$ cat config.mk
export PLATFORM = sky130hd
export DESIGN_NAME = layer_sequencer
export DESIGN_NICKNAME = d
export VERILOG_FILES = /design/src/rtl/layer_sequencer.sv
export SDC_FILE = /design/constraint.sdc
export NUM_CORES = 1
export LEC_CHECK = 0
export BUFFER_PORTS_ARGS = -buffer_cell sky130_fd_sc_hd__buf_2
export CORE_MARGIN = 3
export CORE_UTILIZATION = 40
export CTS_CLUSTER_DIAMETER = 120
export DETAILED_ROUTE_END_ITERATION = 8
export PLACE_DENSITY_LB_ADDON = 0.2
export SLEW_MARGIN = 20
export SYNTH_ARGS = -nofsm -noshare
export SYNTH_HDL_FRONTEND = slang
export SYNTH_SLANG_ARGS = --single-unit
$ cat constraint.sdc
create_clock -name clk -period 1.39 [get_ports clk]
set_input_delay 0.139 -clock clk [delete_from_list [all_inputs] [get_ports clk]]
set_output_delay 0.139 -clock clk [all_outputs]
set_load 0.03 [all_outputs]
$ cat src/rtl/layer_sequencer.sv
// Run controller for the layer RAM read driver: walks layers 0..NUM_LAYERS-1,
// pulsing start per layer and waiting for the driver's sum_trigger with a watchdog.
module layer_sequencer #(
  parameter int NUM_LAYERS    = 3,
  parameter int LAYER_W       = 2,
  parameter int SETTLE_CYCLES = 4,
  parameter int TIMEOUT       = 255,
  parameter int TO_W          = 8
) (
  input  logic               clk,
  input  logic               reset,
  input  logic               run,
  input  logic               abort,
  input  logic               sum_trigger,
  output logic [LAYER_W-1:0] layer,
  output logic               start,
  output logic               busy,
  output logic               layer_done,
  output logic               done,
  output logic               timeout_err
);

  localparam int ST_W = (SETTLE_CYCLES > 2) ? $clog2(SETTLE_CYCLES) : 1;
  localparam logic [LAYER_W-1:0] LAST_LAYER = LAYER_W'(NUM_LAYERS - 1);
  localparam logic [TO_W-1:0]    WD_LAST    = TO_W'(TIMEOUT - 1);
  localparam logic [ST_W-1:0]    ST_LAST    = ST_W'(SETTLE_CYCLES - 1);

  typedef enum logic [1:0] {IDLE, WAIT_SUM, SETTLE, ERROR} state_t;

  state_t             state_reg, state_next;
  logic [LAYER_W-1:0] layer_reg, layer_next;
  logic               start_reg, start_next;
  logic               busy_reg, busy_next;
  logic               layer_done_reg, layer_done_next;
  logic               done_reg, done_next;
  logic               timeout_err_reg, timeout_err_next;
  logic [TO_W-1:0]    wd_reg, wd_next;
  logic [ST_W-1:0]    st_reg, st_next;
  logic               sum_prev_reg;

  logic sum_rise, run_ok, wd_expired, settle_end, last_layer;

  assign sum_rise   = sum_trigger & ~sum_prev_reg;
  assign run_ok     = run & ~abort;
  assign wd_expired = (wd_reg == WD_LAST);
  assign settle_end = (st_reg == ST_LAST);
  assign last_layer = (layer_reg == LAST_LAYER);

  always_ff @(posedge clk or posedge reset) begin
    if (reset) begin
      state_reg       <= IDLE;
      layer_reg       <= '0;
      start_reg       <= 1'b0;
      busy_reg        <= 1'b0;
      layer_done_reg  <= 1'b0;
      done_reg        <= 1'b0;
      timeout_err_reg <= 1'b0;
      wd_reg          <= '0;
      st_reg          <= '0;
      sum_prev_reg    <= 1'b0;
    end else begin
      state_reg       <= state_next;
      layer_reg       <= layer_next;
      start_reg       <= start_next;
      busy_reg        <= busy_next;
      layer_done_reg  <= layer_done_next;
      done_reg        <= done_next;
      timeout_err_reg <= timeout_err_next;
      wd_reg          <= wd_next;
      st_reg          <= st_next;
      sum_prev_reg    <= sum_trigger;
    end
  end

  // abort outranks a rise, the settle end and the watchdog in the same cycle
  always_comb begin
    state_next = state_reg;
    case (state_reg)
      IDLE, ERROR: if (run_ok) state_next = WAIT_SUM;
      WAIT_SUM: begin
        if (abort)           state_next = IDLE;
        else if (sum_rise)   state_next = SETTLE;
        else if (wd_expired) state_next = ERROR;
      end
      SETTLE: begin
        if (abort)           state_next = IDLE;
        else if (settle_end) state_next = last_layer ? IDLE : WAIT_SUM;
      end
      default: state_next = IDLE;
    endcase
  end

  always_comb begin
    layer_next       = layer_reg;
    start_next       = 1'b0;
    busy_next        = busy_reg;
    layer_done_next  = 1'b0;
    done_next        = 1'b0;
    timeout_err_next = timeout_err_reg;
    wd_next          = wd_reg;
    st_next          = st_reg;
    case (state_reg)
      IDLE, ERROR: begin
        if (run_ok) begin
          layer_next       = '0;
          busy_next        = 1'b1;
          start_next       = 1'b1;
          wd_next          = '0;
          timeout_err_next = 1'b0;
        end
      end
      WAIT_SUM: begin
        wd_next = wd_reg + TO_W'(1);
        if (abort) begin
          busy_next = 1'b0;
        end else if (sum_rise) begin
          st_next = '0;
        end else if (wd_expired) begin
          timeout_err_next = 1'b1;
          busy_next        = 1'b0;
        end
      end
      SETTLE: begin
        st_next = st_reg + ST_W'(1);
        if (abort) begin
          busy_next = 1'b0;
        end else if (settle_end) begin
          layer_done_next = 1'b1;
          if (last_layer) begin
            done_next = 1'b1;
            busy_next = 1'b0;
          end else begin
            layer_next = layer_reg + LAYER_W'(1);
            start_next = 1'b1;
            wd_next    = '0;
          end
        end
      end
      default: ;
    endcase
  end

  assign layer       = layer_reg;
  assign start       = start_reg;
  assign busy        = busy_reg;
  assign layer_done  = layer_done_reg;
  assign done        = done_reg;
  assign timeout_err = timeout_err_reg;

endmodule

# Yosys cells after proc, flatten, opt, wreduce, memory -nomap -nowiden
# Index checks and enable logic that the tools add are counted.
[op_classes]
n_addsub = 3
mux = 46
n_reduce_logical = 11
n_eq_ne = 19
n_bitwise = 4
[ops]
columns = ["cell", "n"]
rows = [
  ["$mux 8", 4],
  ["$mux 2", 12],
  ["$pmux 8 s3", 1],
  ["$mux 1", 23],
  ["$ne 2x2->1 const B", 8],
  ["$reduce_and 5->1", 3],
  ["$ne 3x3->1 const B", 4],
  ["$add 8x1->8 const B", 1],
  ["$eq 2x2->1 const B", 4],
  ["$eq 8x8->1 const B", 1],
  ["$pmux 2 s2", 2],
  ["$pmux 2 s3", 1],
  ["$reduce_and 3->1", 2],
  ["$reduce_bool 2->1", 3],
  ["$add 2x1->2 const B", 2],
  ["$ne 4x4->1 const B", 1],
  ["$pmux 1 s2", 2],
  ["$reduce_and 4->1", 1],
  ["$pmux 1 s3", 1],
  ["$and 1x1->1", 2],
  ["$eq 2x1->1 const B", 1],
  ["$logic_not 2->1", 1],
  ["$not 1->1", 2],
  ["$reduce_or 2->1", 1],
]
[totals]
elab_cells = 93
output_inout_bits = 7
inputBits = 5
register_bits = 20

# Longest topological paths before layout
# Gate-level depths: netlist of run 1.
[depth]
ltp_word = 5
mapped_depth = 8

# Worst setup path after synthesis of run 1
# No wires, ideal clock.
[synth_path]
path_kind = "reg2reg"
start = "register layer_reg[0], in the netlist layer[0]"
end = "register wd_reg[4]"
arrival_time_ns = 1.592
t_required_ns = 1.268
setup_ns = 0.122
path_stages_with_launch = 7
n_path_buf = 0
path_slack_ns = -0.323
path_cell_list = "dfrtp_1 inv_1 ha_1 nor3b_2 a2bb2oi_2 nand2_1 a32o_1"
[synth_between]
elab_chain_cells = 3
[synth_lines]
columns = ["item", "line", "source"]
rows = [
  ["start, declared", "31", "logic [LAYER_W-1:0] layer_reg, layer_next;"],
  ["start signal, assigned", "63", "layer_reg <= layer_next;"],
  ["$eq 2x2->1", "47", "assign last_layer = (layer_reg == LAST_LAYER);"],
  ["$ne 2x2->1 (no source line)", "--", ""],
  ["$reduce_and 4->1 (no source line)", "--", ""],
  ["end signal, assigned", "69", "wd_reg <= wd_next;"],
  ["end, declared", "37", "logic [TO_W-1:0] wd_reg, wd_next;"],
]
# No other way between the ends.
# A chain may end at the register's enable or synchronous reset.

# Worst setup path after layout of run 1
[layout_path]
start = "register state_reg[1]"
end = "register busy_reg, in the netlist busy"
[layout_between]
elab_chain_cells = 4
[layout_lines]
columns = ["item", "line", "source"]
rows = [
  ["start, declared", "30", "state_t state_reg, state_next;"],
  ["start signal, assigned", "62", "state_reg <= state_next;"],
  ["$eq 2x2->1 or $logic_not 2->1 (tied branches)", "102", "case (state_reg)"],
  ["$reduce_or 2->1", "102", ""],
  ["$ne 2x2->1 (no source line)", "--", ""],
  ["$reduce_and 5->1 (no source line)", "--", ""],
  ["end signal, assigned", "65", "busy_reg <= busy_next;"],
  ["end, declared", "33", "logic busy_reg, busy_next;"],
]
# Parallel ways exist; a longest one is shown, timed or not.

==> results of run 1 <==
[kinds of logic after synthesis]
family,share of synthesized area [%]
compound gates,18.3
mux,3.51
simple gates,23.0
buf+inv,4.82
flops,43.8
fa+ha+maj,6.57
[metal layers]
metal | GRT usage (%) | wire (um) | vias to the layer above | share of wire [%]
met3 | 5.01 | 90 | 4 | 3.1
met5 | 0 | 0 | - | 0
met1 | 21.2 | 1270 | 501 | 44
met2 | 32.4 | 1500 | 14 | 52
met4 | 3.24 | 29 | 0 | 1.0
li1 | - | - | 519 | -
[synthesized netlist by cell type, drive strengths merged (2+ instances only)]
cell type and n:
nand2 19, nor2b 4, inv 9, o21ai 13, nand3 4, dfrtp 20
nor3b 2, nand2b 5, buf 3, a32o 2, or3 2, o211ai 2
a22o 3, nor3 2, ha 6, mux2 2, nor2 6
[power breakdown]
group          internal (mW)  switching, mW  leakage, nW
sequential             0.705         0.0854        0.264
clock                  0.112          0.181       0.0150
combinational           1.03          0.993        0.500
[worst paths after layout]
kind,cells after the start,start,to
min,4,run,timeout_err
min reg2reg,1,busy,busy
min in group asynchronous,3,reset,wd_reg[1]
max in group asynchronous,4,reset,state_reg[1]
max,6,state_reg[1],busy
max reg2reg,6,state_reg[1],busy
[through the flow]
stage	cell area, um^2	utilization [%]
6_report	1730	66.6
5_1_grt	1730	66.6
4_1_cts	1630	62.8
3_5_place_dp	1470	56.8
3_3_place_gp	1470	56.8
2_1_floorplan	1180	-
[cells in the final DEF, fill, tap and decap left out, types with 4 or more instances in the layout]
master / n
inv_1: 5
nand2_1: 14
buf_4: 29
buf_6: 6
nand2_2: 4
dfrtp_1: 17
ha_4: 4
buf_2: 11
o21ai_1: 6
o21ai_2: 4
nor2_1: 5
[layout make-up]
class	instances	share of cell area, %
Clock buffer	4	1.52
Inverter	9	2.10
Multi-Input combinational cell	87	44.1
Sequential cell	20	29.2
Tap cell	30	2.18
Timing Repair Buffer	48	20.9
[timing repair]
item                                    in CTS  in global routing
endpoints found under the setup margin      13                 17
endpoints found under the hold margin       10                  0
pin swaps                                    9                  6
gates resized for setup                     22                 17
setup buffers                                1                  5
hold buffers                                 2                  0
[worst max-delay path, cell delays in order, from the launching register on]
cell and delay (ns):
dfrtp_2 0.46, inv_2 0.07, ha_4 0.14, nand2b_4 0.07
buf_6 0.12, o211ai_1 0.23, mux2_4 0.32
==> impl_metrics.yaml, run 1 <==
run_status:
  status: "finished with violations"
  violations: "setup timing"
die:
  core_um2: 2590
  die_h_um: 59.4
  start_util_pct: 44.1
  die-area_um2: 3530
  io_pins: 12
  rows: 18
  die_w_um: 59.4
pwr:
  power_density_nw_per_um2: 1800
  ir_drop_v: 0.00122
  p_total_mw: 3.11
  p_leak_nw: 0.778
cells_and_area:
  largest_reg_flops: 8
  fillers: 196
  multi_input_area_um2: 761
  syn2layout_area_growth_pct: 51.0
  n_antenna_cell: 0
  final_cells: 198
  seq_area_um2: 504
  drive_gt1_share_pct: 52.4
  layout.nets: 180
clock_network:
  clockRootBuffer: "clkbuf_4"
  h-tree-depth: 1
  cts_tree: "built"
  cts_made_buffers: 3
  cts.path.max_buffers: 2
  clkSinkCount: 20
  clock_latency_ns: 0.31
  cts.clk_slew.worst_paths_ns: 0.12
drt:
  vias_per_cell: 5.24
  dr_total_vias: 1038
  drt-initial-drc-count: 18
  drt_wl_total_mm: 2.89
  post_drt_wl_per_cell_um: 14.6
  dr.pass1.iters: 4
  drc: 0
  drtAntennaViolNets: 0
synth:
  yosysTopAreaCell: "dfrtp_1"
  synth-main-ff-cell: "dfrtp_1"
  synth_cell_type_count: 36
  ys_seq_area_share_pct: 43.8
  ys_seq_elements: 20
  yosysWarnings: 0
  synth_top_area_share_pct: 43.8
  async_flop_share_pct: 100
  synth_edf_count: 0
  synthCells: 119
  syn_area_um2: 1140
  avgSynthCellArea_um2: 9.60
  synthTopCellsByArea: "dfrtp_1 44%, ha_1 6.6%, nand2_1 5.9%"
  synth_nets: 130
critical_path:
  setup.worst_path.end_class: "flip-flop"
  rrSetupSlack_ns: -0.13
  worstSetupStartpointType: "flip-flop"
  cp.required_ns: 1.58
  crit_arrival_ns: 1.71
  worstPathMaxFanout: 3
  worst-setup-path-type: "reg2reg"
min_path:
  worst_hold_path_type: "in2reg"
placement:
  post-dp-hpwl_mm: 2.05
  place_ws_ns: -0.200
  numPortBuffers: 11
  place_congestion: 0.905
  place_inst: 187
job:
  maxCapViolations: 0
timing:
  grt_setup_unrepaired: "true"
  fin_crit_ns: 1.52
  fin_setup_tns_ns: -1.12
  fin_skew_ns: 0.0126
  fmax_mhz: 659
  slew_viol_final: 0
  relSlewSlack_pct: 73.1
  hold_viol_final: 0
  tightest_slew_ns: 0.403
  fin_ws_ns: -0.128
  fin_crit_sh_pct: 109
  timing.hold.ws_ns: 0.281
  setup_viol: 14
global_routing:
  grt_start_max_net_pins: 15
  antenna_found_initial: 0
  grt_pass1_vias: 1037
  grt_pass1_wl_mm: 4.75
  grt_overflow: 0
  grt.total_usage_pct: 18.0
(Power assumes the default switching activity.)
==> run 2, diff against run 1 <==
--- a/config.mk
+++ b/config.mk
@@ -11,6 +11,7 @@
 export CTS_CLUSTER_DIAMETER = 120
 export DETAILED_ROUTE_END_ITERATION = 8
 export PLACE_DENSITY_LB_ADDON = 0.2
+export SKIP_CTS_REPAIR_TIMING = 1
 export SLEW_MARGIN = 20
 export SYNTH_ARGS = -nofsm -noshare
 export SYNTH_HDL_FRONTEND = slang
==> run 2 against run 1 <==
Against the previous run: the run still ends with setup timing left; sequential share of layout area grew 0.94 points; sequential cell count is the same; via count shrank 1.3%; routed wire length shrank 1.3%; highest routed layer unchanged.
==> impl_metrics.yaml, run 2 (same netlist as run 1, synthesis figures left out) <==
run_status:
  status: "finished with violations"
  violations: "setup timing"
critical_path:
  crit_arrival_ns: 1.75
  path_depth: 5
  r2r_cells: 5
  worst-setup-path-type: "reg2reg"
  worstSetupStartpointType: "flip-flop"
  worstPathCellList: "ha_4 -> nor3b_4 -> a2bb2oi_4 -> nand2_2 -> o31ai_2"
  critPathSlowestCell: "dfrtp_2"
  setup.worst_path.end_class: "flip-flop"
  worst-path-buf-inv: 0
  cpPeakStageDelay_ns: 0.44
  cp_top_family: "flip-flops"
  cp.required_ns: 1.61
  worstPathMaxFanout: 6
clock_network:
  clockRootBuffer: "clkbuf_4"
  h-tree-depth: 1
  clkSinkCount: 20
  clock_latency_ns: 0.31
  cts_made_buffers: 3
  cts.path.max_buffers: 2
  cts_tree: "built"
  cts.clk_slew.worst_paths_ns: 0.12
timing:
  fin_crit_sh_pct: 110
  fin_skew_ns: 0.0120
  tightest_slew_ns: 0.397
  fin_ws_ns: -0.140
  fin_setup_tns_ns: -1.29
  hold_viol_final: 0
  slew_viol_final: 0
  grt_setup_unrepaired: "true"
  fmax_mhz: 654
  setup_viol: 13
  fin_crit_ns: 1.53
  relSlewSlack_pct: 73.5
  timing.hold.ws_ns: 0.242
die:
  die-area_um2: 3530
  die_w_um: 59.4
  core_um2: 2590
  rows: 18
  start_util_pct: 44.1
  die_h_um: 59.4
  io_pins: 12
job:
  maxCapViolations: 0
cells_and_area:
  n_antenna_cell: 0
  drive_gt1_share_pct: 50.0
  layout.nets: 178
  largest_reg_flops: 8
  final_cell_mix: "28 x buf_4, 17 x dfrtp_1, 15 x nand2_1, 11 x buf_2, 6 x o21ai_1"
  final_common_cell: "buf_4"
  syn2layout_area_growth_pct: 46.3
drt:
  met1Wirelength_mm: 1.24
  drc: 0
  drt_wl_total_mm: 2.85
  top_layer: "met4"
  post_drt_wl_per_cell_um: 14.6
  dr_total_vias: 1025
  wl_met3_um: 98
  dr.pass1.iters: 4
  drt-initial-drc-count: 12
  drtAntennaViolNets: 0
  wl_met2_mm: 1.44
  vias_per_cell: 5.23
pwr:
  p_leak_nw: 0.766
  ir_drop_v: 0.00123
  power_density_nw_per_um2: 1770
global_routing:
  grt.total_usage_pct: 16.6
  antenna_found_initial: 0
  grt_pass1_wl_mm: 4.41
  grt_overflow: 0
  grt_start_max_net_pins: 15
  grt_pass1_vias: 979
min_path:
  whs_path_depth: 4
  worst_hold_path_type: "in2reg"
placement:
  numPortBuffers: 11
  post-dp-hpwl_mm: 2.05
  place_congestion: 0.905
## run 2: tightest hold or removal path, cell delays in order
cell and delay (ns):
buf_2 0.08, nand2b_1 0.13, nand2_1 0.10, a31oi_1 0.07
## run 2: area by class of cell
cell class	instances	area (um^2)
fill	208	918
sequential	20	504
timing repair buffer	46	342
multi-input combinational	87	728
clock buffer	4	26.3
tap	30	37.5
inverter	9	33.8
## run 2: per-stage QoR
step | std cells | power, mW | setup WS [ns] | utilization (%) | cell area (um^2)
floorplan | 119 | 1.73 | -0.128 | - | 1180
global placement | 187 | 2.23 | -0.128 | 56.8 | 1470
detailed placement | 187 | 2.28 | -0.200 | 56.8 | 1470
CTS | 191 | 2.59 | -0.211 | 57.8 | 1500
global route | 196 | 3.16 | -0.204 | 64.5 | 1670
finish | 196 | 2.96 | -0.140 | 64.5 | 1670
## run 2: worst paths after layout
| check | startpoint | to | slack, ns |
|---|---|---|---|
| max in group asynchronous | reset | state_reg[1] | 0.53 |
| worst max register to register | layer[1] | wd_reg[2] | -0.14 |
| min in group asynchronous | reset | wd_reg[1] | 0.34 |
| worst min register to register | busy | busy | 0.52 |
| worst min-delay path | run | timeout_err | 0.24 |
| worst max-delay path | layer[1] | wd_reg[2] | -0.14 |
## run 2: power by group
group | internal (mW) | switching [mW] | total [mW] | leakage, nW
combinational | 0.952 | 0.920 | 1.87 | 0.487
clock | 0.112 | 0.180 | 0.292 | 0.0150
sequential | 0.705 | 0.0890 | 0.794 | 0.264
## run 2: metal layers
layer  GRT usage, %  up-vias
li1               -      516
met1           20.3      479
met2           30.3       22
met3           3.92        8
met4           1.94        0
met5              0        -
